`src/rtl/puf_challenge_sequencer_if.sv`:
```
// puf_challenge_sequencer_if: valid/ready stream carrying captured
// (challenge, response, timeout) pairs from the sequencer to a consumer.
interface puf_challenge_sequencer_if #(
  parameter int CHALL_W = 8,
  parameter int RESP_W  = 8
);
  logic               valid;
  logic               ready;
  logic [CHALL_W-1:0] chall;
  logic [RESP_W-1:0]  resp;
  logic               timeout;

  modport master (
    output valid,
    output chall,
    output resp,
    output timeout,
    input  ready
  );

  modport slave (
    input  valid,
    input  chall,
    input  resp,
    input  timeout,
    output ready
  );
endinterface

```
`src/rtl/puf_challenge_sequencer.sv`:
```
// puf_challenge_sequencer: sweeps every PUF challenge, streams the pairs.
// Define PUF_SEQ_HAMMING_EN to add hd_sum_o (inter-response Hamming sum).
module puf_challenge_sequencer #(
  parameter int CHALL_W     = 8,
  parameter int RESP_W      = 8,
  parameter int TIMEOUT_CYC = 4096
) (
  input  logic               clk,
  input  logic               rst,
  input  logic               start_i,
  output logic               puf_rst_o,
  output logic               puf_en_o,
  output logic [CHALL_W-1:0] puf_chall_o,
  input  logic [RESP_W-1:0]  puf_response_i,
  input  logic               puf_ready_i,
  puf_challenge_sequencer_if.master out_if,
  output logic               busy_o,
  output logic               done_o,
  output logic [15:0]        ones_count_o,
  output logic [15:0]        timeout_cnt_o
`ifdef PUF_SEQ_HAMMING_EN
  ,
  output logic [15:0]        hd_sum_o
`endif
);

  localparam logic [15:0] TO_LIM = 16'(TIMEOUT_CYC);

  typedef enum logic [2:0] {
    S_IDLE,
    S_ISSUE,
    S_WAIT,
    S_CAPTURE,
    S_OUTPUT,
    S_DONE
  } state_e;

  state_e             state_q, state_d;
  logic [CHALL_W-1:0] cnt_q, cnt_d;
  logic [15:0]        wait_q, wait_d;
  logic               to_q, to_d;
  logic               valid_q, valid_d;
  logic [CHALL_W-1:0] chall_q, chall_d;
  logic [RESP_W-1:0]  resp_q, resp_d;
  logic               tout_q, tout_d;
  logic [15:0]        ones_q, ones_d;
  logic [15:0]        tcnt_q, tcnt_d;
`ifdef PUF_SEQ_HAMMING_EN
  logic [RESP_W-1:0]  prev_q, prev_d;
  logic               have_prev_q, have_prev_d;
  logic [15:0]        hd_q, hd_d;
`endif

  logic accept;

  function automatic logic [15:0] popcnt(input logic [RESP_W-1:0] v);
    logic [15:0] n;
    n = '0;
    for (int i = 0; i < RESP_W; i++) begin
      n = n + 16'(v[i]);
    end
    return n;
  endfunction

  function automatic logic [15:0] sat_add(
    input logic [15:0] a,
    input logic [15:0] b
  );
    logic [16:0] s;
    s = {1'b0, a} + {1'b0, b};
    return s[16] ? 16'hFFFF : s[15:0];
  endfunction

  assign accept = valid_q && out_if.ready;

  always_comb begin
    state_d = state_q;
    cnt_d   = cnt_q;
    wait_d  = wait_q;
    to_d    = to_q;
    valid_d = valid_q;
    chall_d = chall_q;
    resp_d  = resp_q;
    tout_d  = tout_q;
    ones_d  = ones_q;
    tcnt_d  = tcnt_q;
`ifdef PUF_SEQ_HAMMING_EN
    prev_d      = prev_q;
    have_prev_d = have_prev_q;
    hd_d        = hd_q;
`endif
    unique case (state_q)
      S_IDLE: begin
        if (start_i) begin
          state_d = S_ISSUE;
          cnt_d   = '0;
          ones_d  = '0;
          tcnt_d  = '0;
`ifdef PUF_SEQ_HAMMING_EN
          hd_d        = '0;
          have_prev_d = 1'b0;
`endif
        end
      end
      S_ISSUE: begin
        state_d = S_WAIT;
        wait_d  = '0;
        to_d    = 1'b0;
      end
      S_WAIT: begin
        // wait_q == 0 marks the first cycle, where ready may be stale
        if (wait_q != 16'd0 && puf_ready_i) begin
          state_d = S_CAPTURE;
        end else begin
          wait_d = wait_q + 16'd1;
          if (wait_q + 16'd1 == TO_LIM) begin
            state_d = S_CAPTURE;
            to_d    = 1'b1;
          end
        end
      end
      S_CAPTURE: begin
        chall_d = cnt_q;
        resp_d  = to_q ? '0 : puf_response_i;
        tout_d  = to_q;
        valid_d = 1'b1;
        state_d = S_OUTPUT;
      end
      S_OUTPUT: begin
        if (accept) begin
          valid_d = 1'b0;
          ones_d  = sat_add(ones_q, popcnt(resp_q));
          tcnt_d  = sat_add(tcnt_q, 16'(tout_q));
`ifdef PUF_SEQ_HAMMING_EN
          if (!tout_q) begin
            if (have_prev_q) begin
              hd_d = sat_add(hd_q, popcnt(resp_q ^ prev_q));
            end
            prev_d      = resp_q;
            have_prev_d = 1'b1;
          end
`endif
          if (cnt_q == '1) begin
            state_d = S_DONE;
          end else begin
            cnt_d   = cnt_q + 1'b1;
            state_d = S_ISSUE;
          end
        end
      end
      S_DONE: begin
        cnt_d   = '0;
        state_d = S_IDLE;
      end
      default: state_d = S_IDLE;
    endcase
  end

  always_ff @(posedge clk) begin
    if (rst) begin
      state_q <= S_IDLE;
      cnt_q   <= '0;
      wait_q  <= '0;
      to_q    <= 1'b0;
      valid_q <= 1'b0;
      chall_q <= '0;
      resp_q  <= '0;
      tout_q  <= 1'b0;
      ones_q  <= '0;
      tcnt_q  <= '0;
`ifdef PUF_SEQ_HAMMING_EN
      prev_q      <= '0;
      have_prev_q <= 1'b0;
      hd_q        <= '0;
`endif
    end else begin
      state_q <= state_d;
      cnt_q   <= cnt_d;
      wait_q  <= wait_d;
      to_q    <= to_d;
      valid_q <= valid_d;
      chall_q <= chall_d;
      resp_q  <= resp_d;
      tout_q  <= tout_d;
      ones_q  <= ones_d;
      tcnt_q  <= tcnt_d;
`ifdef PUF_SEQ_HAMMING_EN
      prev_q      <= prev_d;
      have_prev_q <= have_prev_d;
      hd_q        <= hd_d;
`endif
    end
  end

  assign puf_rst_o     = (state_q == S_ISSUE);
  assign puf_en_o      = (state_q == S_WAIT);
  assign puf_chall_o   = cnt_q;
  assign busy_o        = (state_q != S_IDLE) && (state_q != S_DONE);
  assign done_o        = (state_q == S_DONE);
  assign ones_count_o  = ones_q;
  assign timeout_cnt_o = tcnt_q;
  assign out_if.valid   = valid_q;
  assign out_if.chall   = chall_q;
  assign out_if.resp    = resp_q;
  assign out_if.timeout = tout_q;
`ifdef PUF_SEQ_HAMMING_EN
  assign hd_sum_o = hd_q;
`endif

endmodule

```
`src/flat_wrapper.sv`:
```
// flat-port wrapper written by rule: the top's interface ports become plain ports
module puf_challenge_sequencer_flat 
#(
  parameter int CHALL_W     = 8,
  parameter int RESP_W      = 8,
  parameter int TIMEOUT_CYC = 4096
)
  (clk, rst, start_i, puf_rst_o, puf_en_o, puf_chall_o, puf_response_i, puf_ready_i, busy_o, done_o, ones_count_o, timeout_cnt_o, out_if_valid, out_if_chall, out_if_resp, out_if_timeout, out_if_ready);
  puf_challenge_sequencer_if #(.CHALL_W(CHALL_W), .RESP_W(RESP_W)) out_if_i ();
  input  logic clk;
  input  logic rst;
  input  logic start_i;
  output logic puf_rst_o;
  output logic puf_en_o;
  output logic [CHALL_W-1:0] puf_chall_o;
  input  logic [RESP_W-1:0] puf_response_i;
  input  logic puf_ready_i;
  output logic busy_o;
  output logic done_o;
  output logic [15:0] ones_count_o;
  output logic [15:0] timeout_cnt_o;
  output wire logic [$bits(out_if_i.valid)-1:0] out_if_valid;
  output wire logic [$bits(out_if_i.chall)-1:0] out_if_chall;
  output wire logic [$bits(out_if_i.resp)-1:0] out_if_resp;
  output wire logic [$bits(out_if_i.timeout)-1:0] out_if_timeout;
  input wire logic [$bits(out_if_i.ready)-1:0] out_if_ready;
  assign out_if_valid = out_if_i.valid;
  assign out_if_chall = out_if_i.chall;
  assign out_if_resp = out_if_i.resp;
  assign out_if_timeout = out_if_i.timeout;
  assign out_if_i.ready = out_if_ready;
  puf_challenge_sequencer #(.CHALL_W(CHALL_W), .RESP_W(RESP_W), .TIMEOUT_CYC(TIMEOUT_CYC)) u_core (.clk(clk), .rst(rst), .start_i(start_i), .puf_rst_o(puf_rst_o), .puf_en_o(puf_en_o), .puf_chall_o(puf_chall_o), .puf_response_i(puf_response_i), .puf_ready_i(puf_ready_i), .out_if(out_if_i), .busy_o(busy_o), .done_o(done_o), .ones_count_o(ones_count_o), .timeout_cnt_o(timeout_cnt_o));
endmodule
```
`config.mk`:
```
export PLATFORM = sky130hd
export DESIGN_NAME = puf_challenge_sequencer_flat
export DESIGN_NICKNAME = d
export VERILOG_FILES = /design/src/rtl/puf_challenge_sequencer_if.sv /design/src/rtl/puf_challenge_sequencer.sv /design/src/flat_wrapper.sv
export SDC_FILE = /design/constraint.sdc
export NUM_CORES = 1
export LEC_CHECK = 0
export ABC_AREA = 1
export BUFFER_PORTS_ARGS = -buffer_cell sky130_fd_sc_hd__buf_2
export CELL_PAD_IN_SITES_DETAIL_PLACEMENT = 0
export CELL_PAD_IN_SITES_GLOBAL_PLACEMENT = 2
export CORE_MARGIN = 3
export CORE_UTILIZATION = 28
export CTS_BUF_LIST = sky130_fd_sc_hd__clkbuf_2 sky130_fd_sc_hd__clkbuf_4 sky130_fd_sc_hd__clkbuf_8
export DETAILED_ROUTE_END_ITERATION = 12
export MAX_ROUTING_LAYER = met4
export PLACE_DENSITY = 0.88
export REMOVE_ABC_BUFFERS = 1
export SETUP_SLACK_MARGIN = 0.15
export SLEW_MARGIN = 10
export SYNTH_ARGS = -nofsm -noshare
export SYNTH_HDL_FRONTEND = slang
export SYNTH_SLANG_ARGS = --single-unit
```
`constraint.sdc`:
```
create_clock -name clk -period 3.88 [get_ports clk]
set_input_delay 0.776 -clock clk [delete_from_list [all_inputs] [get_ports clk]]
set_output_delay 0.776 -clock clk [all_outputs]
set_load 0.005 [all_outputs]
```
==> summary.md <==
| Metric | Value |
|---|---|
| Outcome | complete, no violations |
| CP Capture Type | flop |
| CP required | 4.18 ns |
| Synthesized instance count | 665 |
| Peak supply drop | 0.000434 V |
| Synth warnings | 0 |
| RSZ-0062 raised after global routing | true |
| Max_cap viols | 0 |
| GRT overflow | 0 |
| Skew final | 0.0132 ns |
| Final Util | 35.1% |
| Fmax | 0.261 GHz |
| Synth Area in Compound Gates | 17.7% |
| Antenna violations before repair | 0 |
| Flops & latches, synth | 78 |
| Tot GR Track Use | 14.8% |
| Detail Route Antenna Nets | 0 |
| DIE WIDTH | 132 microns |
| Ant diodes | 0 |
| GPL Wtd Cong | 0.824 |
| # nets final | 776 |
| Synth Area in Adders | 5.61% |
| Boundary pin count | 75 |
| Deepest clock path buffer count | 2 |
| Clk slew on worst S/H paths | 0.09 ns |
| DIE AREA | 17,500 sq um |
| Final worst slack | 0.0506 ns |
| Final non-filler cell total | 962 |
| Site Rows | 45 |
| XOR/XNOR share of the synthesized area | 2.16% |
| Routed WL | 12,800 microns |
| Synth top area cells | dfxtp_1, nand2_1, o21ai_0 |
| Root Driver | clkbuf_8 |
| TNS Setup | 0 ns |
| CP arrival | 4.13 ns |
| Max-slew violations | 0 |
| Distinct cells, synth | 34 |
| Setup Crit Path Kind | flop to flop |
| Die Y | 132 microns |
| CORE AREA | 15,400 sq um |
| Ys async rst share | 0% |
| Final setup vio count | 0 |
| Final Cycle Share | 98.7% |
| Cts bufs inserted | 9 |
| Post-Syn Area per Cell | 6.71 sq um |
| Placed insts | 944 |
| Router iterations before antenna repair | 4 |
| Starting DRT DRC Count | 268 |
| Hold WS | 0.482 ns |
| Drt via density | 4.78 |
| Syn Std Cell Area | 4460 sq um |
| Via count | 4,594 |
| Top-area cell type share of the netlist area | 35.0% |
| Synthesis-to-layout area growth | 21.0% |
| Most frequent cell after synthesis | nand2_1 |
| Routed WL per cell | 13.3 microns |
| Largest net degree at the start of global routing | 50 |
| Worst-path fanout max | 7 |
| Number of global-route vias before repair | 4,384 |
| Slew @ Worst Pin | 0.812 ns |
| Port buffer count | 74 |
| Pwr dens | 492 nW/um^2 |
| Rel. slew slack | 45.6% |
| Post-place setup slack | -0.267 ns |
| Post-synth EDFFs | 0 |
| Sequential share of the synthesized area | 35.0% |
| Fin. Hold Viols | 0 |
| Main combinational cell family by area after synthesis | simple AND/OR/NAND/NOR gates |
| Simple-Gate Fraction of Synth Area | 30.2% |
| Share of cells above drive strength 1 | 18.6% |
| Mux contribution to synthesized area | 0% |
| DP HPWL | 9250 microns |
| First-pass GRT wire length | 21,100 microns |
| Initial Util | 29.0% |
| CTS tree | yes |
| Commonest cells post-synth | nand2_1, inv_1, dfxtp_1, nor2_1, o21ai_0 |
| Static leakage | 2.25 nW |
| Sink Count | 78 |
| Clock latency on the worst-skew pair | 0.37 ns |
| Synth Flop Type | dfxtp_1 |
| Biggest area consumer among synthesized cells | dfxtp_1 |
| Setup crit start kind | flop |
| H-tree Lvls | 3 |
| Hold Crit Class | flop to flop |
| Residual DRC count | 0 |
| Minimum clock period | 3.83 ns |
==> critical path, cell delays in order, from the launching register on <==
cell and delay (ns):
dfxtp_2 0.35, ha_4 0.26, inv_2 0.03, fa_1 0.49, fa_1 0.43, fa_2 0.36, fa_2 0.34, xnor2_1 0.13
ha_1 0.30, nand2_1 0.07, o21ai_2 0.18, nand2_2 0.11, nor2_4 0.11, nand3_2 0.09, inv_2 0.10, nand2_4 0.09
clkinv_4 0.10, o21ai_0 0.08, a21oi_1 0.17
==> kinds of logic after synthesis <==
| family | count (synthesis) |
|---|---|
| AO/OA/AOI/OAI | 149 |
| XOR/XNOR | 11 |
| adder cells (fa/ha/maj) | 17 |
| buffers and inverters | 104 |
| flip-flops | 78 |
| AND/OR/NAND/NOR | 306 |
==> flip-flops by register name (all words and copies together), names as in the netlist <==
| register | count |
|---|---|
| u_core.ones_count_o | 16 |
| u_core.timeout_cnt_o | 16 |
| u_core.wait_q | 16 |
| u_core.out_if.chall | 8 |
| u_core.out_if.resp | 8 |
| u_core.puf_chall_o | 8 |
| u_core.state_q | 3 |
| u_core.out_if.timeout | 1 |
| u_core.out_if.valid | 1 |
| u_core.to_q | 1 |
==> cell type report <==
cell class | count | area (sq um)
fill | 1712 | 9970
multi-input combinational | 483 | 2540
sequential | 78 | 1560
timing repair buffer | 89 | 483
inverter | 85 | 324
tap | 211 | 264
clock buffer | 9 | 124
clock inverter | 7 | 95.1
==> through the flow <==
step / instance area [sq um] / power, mW
5_1_grt: 5400 / 2.86
3_3_place_gp: 5100 / 1.96
6_report: 5400 / 2.65
4_1_cts: 5400 / 2.68
3_5_place_dp: 5100 / 1.97
2_1_floorplan: 4370 / 1.65
==> report_power, final <==
| group | total [mW] | internal (mW) | switching [mW] |
|---|---|---|---|
| logic | 0.914 | 0.298 | 0.616 |
| clock network | 0.698 | 0.365 | 0.333 |
| registers | 1.04 | 0.909 | 0.132 |
==> routing by layer <==
layer / track usage [%] / part of all wire, % / vias up
li1: - / - / 2353
met1: 18.8 / 47 / 2142
met2: 24.5 / 48 / 87
met3: 2.82 / 3.8 / 12
met4: 3.70 / 0.86 / 0
met5: - / 0 / -
==> cell usage in the layout, fill, tap and decap left out, types with 13 or more instances in the layout <==
cell type / count
nand4_1: 16
nor2_1: 77
inv_1: 80
o21ai_0: 63
nand2_1: 134
dfxtp_1: 76
buf_2: 74
nand3_1: 38
buf_4: 15
nor3_1: 13
a21oi_1: 63
==> worst paths after layout <==
check                           slack [ns]  depth (start not counted)                      to                  start
worst max-delay path                  0.05                         18  u_core.ones_count_o[4]  u_core.out_if.resp[0]
worst min-delay path                  0.48                          2             u_core.to_q            u_core.to_q
worst max register to register        0.05                         18  u_core.ones_count_o[4]  u_core.out_if.resp[0]
worst min register to register        0.48                          2             u_core.to_q            u_core.to_q
==> what timing repair did <==
action,CTS,global route
buffers inserted,2,0
endpoints found under the setup margin,16,16
pin swaps,6,5
hold buffers,0,0
gates resized for setup,19,2
(Power assumes the default switching activity.)
